--- src/rtl/fmps_tx_arbiter_pkg.sv ---
// Shared definitions for the FMPS Aurora TX arbiter: FSM encodings and index sizing.
package fmps_tx_arbiter_pkg;

  typedef enum logic [1:0] {
    IDLE  = 2'd0,
    XFER  = 2'd1,
    FLUSH = 2'd2
  } arbState_t;

  // Width of an index able to address n sources; never narrower than one bit.
  function automatic int idxWidth(input int n);
    return (n < 2) ? 1 : $clog2(n);
  endfunction

endpackage

--- src/rtl/fmps_tx_arbiter_if.sv ---
// Source-side and Aurora-side AXI-stream bundle of the FMPS TX arbiter.
interface fmps_tx_arbiter_if #(
  parameter int NUM_SOURCES = 4,
  parameter int DATA_WIDTH  = 32
);

  logic [NUM_SOURCES*DATA_WIDTH-1:0] s_tdata;
  logic [NUM_SOURCES-1:0]            s_tvalid;
  logic [NUM_SOURCES-1:0]            s_tlast;
  logic [NUM_SOURCES-1:0]            s_tready;
  logic [DATA_WIDTH-1:0]             m_tdata;
  logic                              m_tvalid;
  logic                              m_tlast;
  logic                              m_tready;

  // The arbiter consumes the source streams and drives the Aurora TX stream.
  modport master (
    input  s_tdata, s_tvalid, s_tlast, m_tready,
    output s_tready, m_tdata, m_tvalid, m_tlast
  );

  modport slave (
    output s_tdata, s_tvalid, s_tlast, m_tready,
    input  s_tready, m_tdata, m_tvalid, m_tlast
  );

endinterface

--- src/rtl/fmps_tx_arbiter_rr_priority_pick.sv ---
// Round-robin pick: first source with request & enable, searching upward from pointer+1
// modulo NUM_SOURCES. Purely combinational.
module rr_priority_pick
  import fmps_tx_arbiter_pkg::*;
#(
  parameter  int NUM_SOURCES = 4,
  localparam int IDX_W       = idxWidth(NUM_SOURCES)
) (
  input  logic [NUM_SOURCES-1:0] request,
  input  logic [IDX_W-1:0]       pointer,
  input  logic [NUM_SOURCES-1:0] enable,
  output logic                   valid,
  output logic [IDX_W-1:0]       index
);

  logic [NUM_SOURCES-1:0] eligible;

  assign eligible = request & enable;

  // Walk candidates from farthest to nearest so the nearest eligible one wins.
  always_comb begin
    int               cand;
    logic [IDX_W-1:0] candIdx;
    valid   = 1'b0;
    index   = '0;
    cand    = 0;
    candIdx = '0;
    for (int k = NUM_SOURCES; k >= 1; k--) begin
      cand    = (int'(pointer) + k) % NUM_SOURCES;
      candIdx = IDX_W'(cand);
      valid   = valid | eligible[candIdx];
      index   = eligible[candIdx] ? candIdx : index;
    end
  end

endmodule

--- src/rtl/fmps_tx_arbiter.sv ---
// Packet-granular round-robin arbiter merging FMPS source streams onto the Aurora TX
// stream, flushing the in-flight packet when the channel drops.
module fmps_tx_arbiter
  import fmps_tx_arbiter_pkg::*;
#(
  parameter  int NUM_SOURCES = 4,
  parameter  int DATA_WIDTH  = 32,
  parameter  int COUNT_WIDTH = 16,
  localparam int IDX_W       = idxWidth(NUM_SOURCES)
) (
  input  logic                               auroraUserClk,
  input  logic                               auroraUserReset,
  input  logic                               auroraChannelUp,
  input  logic                               auroraFAstrobe,
  input  logic [NUM_SOURCES-1:0]             sourceEnable,
  fmps_tx_arbiter_if.master                  axis,
  output logic [NUM_SOURCES*COUNT_WIDTH-1:0] packetCount,
  output logic [COUNT_WIDTH-1:0]             dropCount,
  output logic [IDX_W-1:0]                   grantIndex,
  output logic [1:0]                         dbgState
);

  localparam logic [IDX_W-1:0] LAST_IDX = IDX_W'(NUM_SOURCES - 1);

  arbState_t              state;
  arbState_t              stateNext;
  logic [IDX_W-1:0]       grant;
  logic [IDX_W-1:0]       grantNext;
  logic [IDX_W-1:0]       rrPtr;
  logic [IDX_W-1:0]       rrPtrNext;
  logic [IDX_W-1:0]       exitPtr;
  logic                   pending;
  logic                   pendingNext;
  logic                   pktInc;
  logic                   dropInc;
  logic                   pickValid;
  logic [IDX_W-1:0]       pickIndex;
  logic [DATA_WIDTH-1:0]  grantData;
  logic                   grantValid;
  logic                   grantLast;
  logic [COUNT_WIDTH-1:0] pktCnt [NUM_SOURCES];

  rr_priority_pick #(
    .NUM_SOURCES (NUM_SOURCES)
  ) uPick (
    .request (axis.s_tvalid),
    .pointer (rrPtr),
    .enable  (sourceEnable),
    .valid   (pickValid),
    .index   (pickIndex)
  );

  assign grantData  = axis.s_tdata[int'(grant)*DATA_WIDTH +: DATA_WIDTH];
  assign grantValid = axis.s_tvalid[grant];
  assign grantLast  = axis.s_tlast[grant];

  // A session strobe seen during a packet (or pending from earlier) re-homes priority to source 0.
  assign exitPtr = (pending | auroraFAstrobe) ? LAST_IDX : grant;

  // Next-state, grant bookkeeping and the zero-latency stream mux.
  always_comb begin
    stateNext     = state;
    grantNext     = grant;
    rrPtrNext     = rrPtr;
    pendingNext   = pending;
    pktInc        = 1'b0;
    dropInc       = 1'b0;
    axis.m_tdata  = '0;
    axis.m_tvalid = 1'b0;
    axis.m_tlast  = 1'b0;
    axis.s_tready = '0;
    if (auroraUserReset) begin
      stateNext = IDLE;
    end else begin
      case (state)
        IDLE: begin
          rrPtrNext = auroraFAstrobe ? LAST_IDX : rrPtr;
          if (auroraChannelUp && pickValid) begin
            grantNext = pickIndex;
            stateNext = XFER;
          end else begin
            stateNext = IDLE;
          end
        end
        XFER: begin
          pendingNext = pending | auroraFAstrobe;
          if (!auroraChannelUp) begin
            stateNext = FLUSH;
          end else begin
            axis.m_tdata         = grantData;
            axis.m_tvalid        = grantValid;
            axis.m_tlast         = grantLast;
            axis.s_tready[grant] = axis.m_tready;
            if (grantValid && axis.m_tready && grantLast) begin
              pktInc      = 1'b1;
              rrPtrNext   = exitPtr;
              pendingNext = 1'b0;
              stateNext   = IDLE;
            end else begin
              stateNext = XFER;
            end
          end
        end
        FLUSH: begin
          pendingNext          = pending | auroraFAstrobe;
          axis.s_tready[grant] = 1'b1;
          if (grantValid && grantLast) begin
            dropInc     = 1'b1;
            rrPtrNext   = exitPtr;
            pendingNext = 1'b0;
            stateNext   = IDLE;
          end else begin
            stateNext = FLUSH;
          end
        end
        default: begin
          stateNext = IDLE;
        end
      endcase
    end
  end

  // Arbitration state registers.
  always_ff @(posedge auroraUserClk) begin
    if (auroraUserReset) begin
      state   <= IDLE;
      grant   <= '0;
      rrPtr   <= LAST_IDX;
      pending <= 1'b0;
    end else begin
      state   <= stateNext;
      grant   <= grantNext;
      rrPtr   <= rrPtrNext;
      pending <= pendingNext;
    end
  end

  // Statistics: per-source forwarded packets wrap, flushed packets saturate.
  always_ff @(posedge auroraUserClk) begin
    if (auroraUserReset) begin
      dropCount <= '0;
      for (int i = 0; i < NUM_SOURCES; i++) begin
        pktCnt[i] <= '0;
      end
    end else begin
      if (pktInc) begin
        pktCnt[grant] <= pktCnt[grant] + COUNT_WIDTH'(1);
      end
      if (dropInc && (dropCount != {COUNT_WIDTH{1'b1}})) begin
        dropCount <= dropCount + COUNT_WIDTH'(1);
      end
    end
  end

  for (genvar g = 0; g < NUM_SOURCES; g++) begin : gPack
    assign packetCount[g*COUNT_WIDTH +: COUNT_WIDTH] = pktCnt[g];
  end

  assign grantIndex = grant;
  assign dbgState   = state;

endmodule
--- src/flat_wrapper.sv ---
// flat-port wrapper written by rule: the top's interface ports become plain ports
module fmps_tx_arbiter_flat import fmps_tx_arbiter_pkg::*;
#(
  parameter  int NUM_SOURCES = 4,
  parameter  int DATA_WIDTH  = 32,
  parameter  int COUNT_WIDTH = 16,
  localparam int IDX_W       = idxWidth(NUM_SOURCES)
)
  (auroraUserClk, auroraUserReset, auroraChannelUp, auroraFAstrobe, sourceEnable, packetCount, dropCount, grantIndex, dbgState, axis_s_tdata, axis_s_tvalid, axis_s_tlast, axis_m_tready, axis_s_tready, axis_m_tdata, axis_m_tvalid, axis_m_tlast);
  fmps_tx_arbiter_if #(.NUM_SOURCES(NUM_SOURCES), .DATA_WIDTH(DATA_WIDTH)) axis_i ();
  input  logic auroraUserClk;
  input  logic auroraUserReset;
  input  logic auroraChannelUp;
  input  logic auroraFAstrobe;
  input  logic [NUM_SOURCES-1:0] sourceEnable;
  output logic [NUM_SOURCES*COUNT_WIDTH-1:0] packetCount;
  output logic [COUNT_WIDTH-1:0] dropCount;
  output logic [IDX_W-1:0] grantIndex;
  output logic [1:0] dbgState;
  input wire logic [$bits(axis_i.s_tdata)-1:0] axis_s_tdata;
  input wire logic [$bits(axis_i.s_tvalid)-1:0] axis_s_tvalid;
  input wire logic [$bits(axis_i.s_tlast)-1:0] axis_s_tlast;
  input wire logic [$bits(axis_i.m_tready)-1:0] axis_m_tready;
  output wire logic [$bits(axis_i.s_tready)-1:0] axis_s_tready;
  output wire logic [$bits(axis_i.m_tdata)-1:0] axis_m_tdata;
  output wire logic [$bits(axis_i.m_tvalid)-1:0] axis_m_tvalid;
  output wire logic [$bits(axis_i.m_tlast)-1:0] axis_m_tlast;
  assign axis_i.s_tdata = axis_s_tdata;
  assign axis_i.s_tvalid = axis_s_tvalid;
  assign axis_i.s_tlast = axis_s_tlast;
  assign axis_i.m_tready = axis_m_tready;
  assign axis_s_tready = axis_i.s_tready;
  assign axis_m_tdata = axis_i.m_tdata;
  assign axis_m_tvalid = axis_i.m_tvalid;
  assign axis_m_tlast = axis_i.m_tlast;
  fmps_tx_arbiter #(.NUM_SOURCES(NUM_SOURCES), .DATA_WIDTH(DATA_WIDTH), .COUNT_WIDTH(COUNT_WIDTH)) u_core (.auroraUserClk(auroraUserClk), .auroraUserReset(auroraUserReset), .auroraChannelUp(auroraChannelUp), .auroraFAstrobe(auroraFAstrobe), .sourceEnable(sourceEnable), .axis(axis_i), .packetCount(packetCount), .dropCount(dropCount), .grantIndex(grantIndex), .dbgState(dbgState));
endmodule
--- config.mk ---
export PLATFORM = sky130hd
export DESIGN_NAME = fmps_tx_arbiter_flat
export DESIGN_NICKNAME = d
export VERILOG_FILES = /design/src/rtl/fmps_tx_arbiter_pkg.sv /design/src/rtl/fmps_tx_arbiter_if.sv /design/src/rtl/fmps_tx_arbiter_rr_priority_pick.sv /design/src/rtl/fmps_tx_arbiter.sv /design/src/flat_wrapper.sv
export SDC_FILE = /design/constraint.sdc
export NUM_CORES = 1
export LEC_CHECK = 0
export BUFFER_PORTS_ARGS = -buffer_cell sky130_fd_sc_hd__buf_4
export CAP_MARGIN = 20
export CELL_PAD_IN_SITES_DETAIL_PLACEMENT = 1
export CELL_PAD_IN_SITES_GLOBAL_PLACEMENT = 1
export CORE_MARGIN = 1.5
export CORE_UTILIZATION = 25
export DETAILED_ROUTE_END_ITERATION = 10
export PLACE_DENSITY_LB_ADDON = 0.1
export SYNTH_ARGS = -nofsm -noshare
export SYNTH_HDL_FRONTEND = slang
export SYNTH_SLANG_ARGS = --single-unit
--- constraint.sdc ---
create_clock -name auroraUserClk -period 7.3 [get_ports auroraUserClk]
set_input_delay 1.825 -clock auroraUserClk [delete_from_list [all_inputs] [get_ports auroraUserClk]]
set_output_delay 1.825 -clock auroraUserClk [all_outputs]
set_load 0.03 [all_outputs]
After elaboration in Yosys (flattened, before gate mapping)
Memory sizes are Yosys's and may differ from the RTL's. A register that Yosys moved wholly into a read port is not among the register bits. Cells that the tools add are included.

Register bits after elaboration: 23. Bits in writable memories: 64. Logic and storage cells: 106. Memories: 1.

$add $sub $neg: 6. Order comparisons: 6. Equality and inequality tests: 7. Shift-type cells: 1. Mux-type cells: 62. Bitwise logic cells: 6. Reductions and logical operators: 12.

Memory list: u_core.pktCnt (depth 4, bits a word 16, rd ports 5, clocked after memory_dff 1, write ports 4, RTL line fmps_tx_arbiter.sv:41) `logic [COUNT_WIDTH-1:0] pktCnt [NUM_SOURCES];`.

Operator list (count): $shiftx 128x8->32 (1); $mux 32 (3); $add 16x1->16 const B (2); $mux 1 (31); $mux 2 (14); $mux 16 (1); $ne 16x16->1 const B (1); $reduce_or 16->1 (1); $lt 2x3->1 const B (5); $bmux 1 s2 (6); $pmux 2 s3 (2); $and 4x4->4 (2); $mux 4 (2); $pmux 4 s2 (1); $logic_and 1x1->1 (6); $reduce_and 5->1 (1); $add 2x1->2 const B (2); $add 2x2->2 const B (2); $ne 2x1->1 const B (2); $ne 2x2->1 const B (2); $or 1x1->1 (4); $reduce_bool 3->1 (1); $demux 1 s2 (1); $eq 2x1->1 const B (1); 6 further kinds (6).

Longest topological paths before layout
Depth in word-level cells: 13. Mapped depth: 10. Depth with buffers taken out: 7.

Cells and area by module
From an unflattened synthesis, not the netlist that was laid out.

Cells, all modules: 451. Area total of the unflattened synthesis: 5422.7 um2.

By module, submodules not included: fmps_tx_arbiter (instances 1, cells an instance 436, area an instance 5313.8 um2, seq. area each 2422.3 um2); rr_priority_pick (instances 1, cells an instance 15, area an instance 108.9 um2, seq. area each 0.0 um2).

Worst setup path after synthesis
No wires, ideal clock.

Kind: input to output. Start: input auroraUserReset. End: output axis_s_tready[0]. Arrival time: 2958 ps. Data required time: 5475 ps. Setup slack: 2517 ps. Stages: 4. Path through: clkbuf_1 nor2b_1 o21ai_0 nor3_1.

Word-level cells in the longest chain between the ends: 1.

RTL lines: start, declared (RTL line flat_wrapper.sv:12) `input logic auroraUserReset;`; $mux 4 (RTL line fmps_tx_arbiter.sv:72) `if (auroraUserReset) begin`; end, declared (RTL line flat_wrapper.sv:24) `output wire logic [$bits(axis_i.s_tready)-1:0] axis_s_tready;`.

Every way passes these cells.

Worst setup path after layout
Start: input auroraUserReset. End: output axis_m_tdata[0].

Word-level cells in the longest chain between the ends: 1.

RTL lines: $mux 32 (RTL line fmps_tx_arbiter.sv:72); end, declared (RTL line flat_wrapper.sv:25) `output wire logic [$bits(axis_i.m_tdata)-1:0] axis_m_tdata;`.

Every way passes these cells.

==> metrics <==
top-area cell type share of the netlist area=35.5%; vias in the first global route=approximately 5.2k; DR pass1 iterations=4; most frequent cells in the layout=buf_4 (269), nor2_1 (83), edfxtp_1 (64); H-tree levels=3; CTS tree=done; EDFF count, synth=64; Synth cell types=between 40 and 50; CP Capture Type=output pin; Slew headroom=between 20% and 30%; Max Cap Viol=0; Seq/Total Area, Yosys=around 45%; Synth area leader=edfxtp_1; Die W=roughly 150 um; crit path launch type=primary input; status=completed; CP Max Fanout=35; fillcell total=approximately 2.4k; TritonCTS Buffers=9; routability cong.=approximately 0.9; Pwr Density=172 nW/um^2; Worst-Skew Late Latency=around 0.34 ns; DP Area=between 7000 and 8000 um^2; Slew @ Worst Pin=between 1 and 1.5 ns; Final #Nets=approximately 850; GRT Residual Overflow=0; skew final=around 0.0085 ns; Layout Utilization=roughly 38%; cells after synthesis=between 400 and 500; Netlist Area Pre-Place=5410 um^2; Pins Over Slew Limit=0; ys async rst share=0%; min Tclk post-route=about 4.8 ns; Post-CTS Setup Inserts=0; Port Buf Inserts=around 270; share of layout cells above drive strength 1=a little under half; commonest non-fill, non-tap cell in the layout=buf_4; unrepaired setup endpoints after global routing=false; multi-input logic area=approximately 2800 um^2; first-pass GRT wire length=between 30 and 40 mm; Final Hold Fails=0; Resized Gates After CTS=0; CP Class=in -> out; Syn Area/Cell=roughly 12 um^2; Hold Path Class=reg -> reg; Initial DRC Count=between 150 and 200; Setup violations, final=0; Post-synth top flop=edfxtp_1; initial antenna violation count=1; row count=53; routed wire length=a little over 20 mm; DIE AREA=between 20000 and 25000 um^2; final HPWL from detailed placement=16.6 mm; Setup TNS=0 ns; detailed-route DRC error count=0; diode count=0; syn nets=about 600; antenna-violating nets left=0; maximum VDD drop=0.129 mV; clock sink total=89; Highest Clock Rate=slightly above 200 MHz; Clock Path Buffers=2; period utilization=between 60% and 70%; Cells after DPL=967; ranking of synthesized cells by area=edfxtp_1 (36%), mux4_2 (15%), dfxtp_1 (9.2%), mux4_1 (6.8%), nor2_1 (5.8%); Reg clk slew, reported paths=approximately 0.070 ns; I/O pin count=around 270; cell area after layout=7950 um^2; Total Routing Usage GR=a little under a fifth; clock root cell=clkbuf_16; Synth Register Bits=about 90; Worst EP arrival=between 3 and 4 ns; drt via density=around 4.8; Area Growth Syn to Fin=46.8%; via count=around 4.7k; Non-Filler Instances=983; Routed WL per cell=roughly 21 um; leakage=~3.2 nW; cts hold-fix bufs=0; Reg area=around 2400 um^2; core area=21200 um^2; Initial Util=roughly a quarter; CP required=about 5.5 ns; Yosys warning count=0; Die Y=between 150 and 200 um; largest net degree at the start of global routing=45
==> cell type report <==
| type | instances | area share, % |
|---|---|---|
| Inverter | 10 | 0.472 |
| Clock inverter | 6 | 1.23 |
| Multi-Input combinational cell | 324 | 35.1 |
| Sequential cell | 89 | 30.5 |
| Timing Repair Buffer | 269 | 25.4 |
| Tap cell | 275 | 4.33 |
| Clock buffer | 10 | 2.88 |
==> critical path, stage by stage <==
cell and delay (ns):
buf_4 0.29, nand3b_1 0.15, buf_4 0.37, nor2b_1 0.15
buf_4 0.20
==> final timing paths <==
path,end,from,cells past startpoint,slack (ns)
hold reg to reg,u_core.dropCount[15]$_SDFFE_PP0P_,u_core.dropCount[15]$_SDFFE_PP0P_,2,0.53
setup / recovery,axis_m_tdata[0],auroraUserReset,5,2.47
setup reg to reg,u_core.pktCnt[0][4]$_SDFFCE_PN0P_,u_core.grantIndex[0]$_SDFFE_PP0P_,6,3.16
hold / removal,u_core.dropCount[15]$_SDFFE_PP0P_,u_core.dropCount[15]$_SDFFE_PP0P_,2,0.53
==> where the power goes <==
group	switching [W]	total [W]	internal [W]
combinational	0.000138	0.000285	0.000146
sequential	0.0000178	0.000574	0.000556
clock	0.000202	0.000508	0.000306
total	0.000358	0.00137	0.00101
==> flip-flops by register name, summed over array words and instances, names as in the netlist, named ones only <==
register,flops
u_core.grantIndex,2
u_core.dbgState,2
u_core.pktCnt,64
u_core.dropCount,16
u_core.rrPtr,2
u_core.pending,1
==> kinds of logic after synthesis <==
logic type / Yosys count / synth area share, %
buffers and inverters: 42 / 3.63
adder cells (fa/ha/maj): 6 / 1.39
flip-flops: 89 / 44.8
multiplexers: 54 / 22.5
XOR/XNOR: 25 / 4.05
AO/OA/AOI/OAI: 35 / 4.28
AND/OR/NAND/NOR: 204 / 19.4
==> stage by stage <==
stage / worst slack [ns] / hold slack [ns] / total power (W)
floorplan: 2.52 / 0.493 / 0.000748
global placement: 2.13 / 0.507 / 0.000868
detailed placement: 2.11 / 0.525 / 0.000873
CTS: 2.47 / 0.539 / 0.00138
global route: 2.21 / 0.575 / 0.00142
finish: 2.47 / 0.534 / 0.00137
==> layer usage <==
metal	track usage [%]	part of all wire [%]	up-vias
met4	4.66	1.7	2
li1	-	-	2206
met5	0	0.063	-
met1	23.2	41	2353
met3	4.33	5.5	22
met2	33.1	51	157
==> cell usage after synthesis, types with 6 or more instances <==
| cell | instances |
|---|---|
| nor3_1 | 9 |
| clkbuf_1 | 14 |
| a21oi_1 | 13 |
| nor2b_1 | 36 |
| nand2b_1 | 7 |
| buf_2 | 11 |
| edfxtp_1 | 64 |
| dfxtp_1 | 25 |
| nand3_1 | 13 |
| ha_1 | 6 |
| xnor2_1 | 23 |
| inv_1 | 10 |
| mux4_1 | 14 |
| nand2_1 | 18 |
| mux4_2 | 36 |
| nor2_1 | 83 |
| nor4_1 | 8 |
Power figures use the tool's default switching activity.
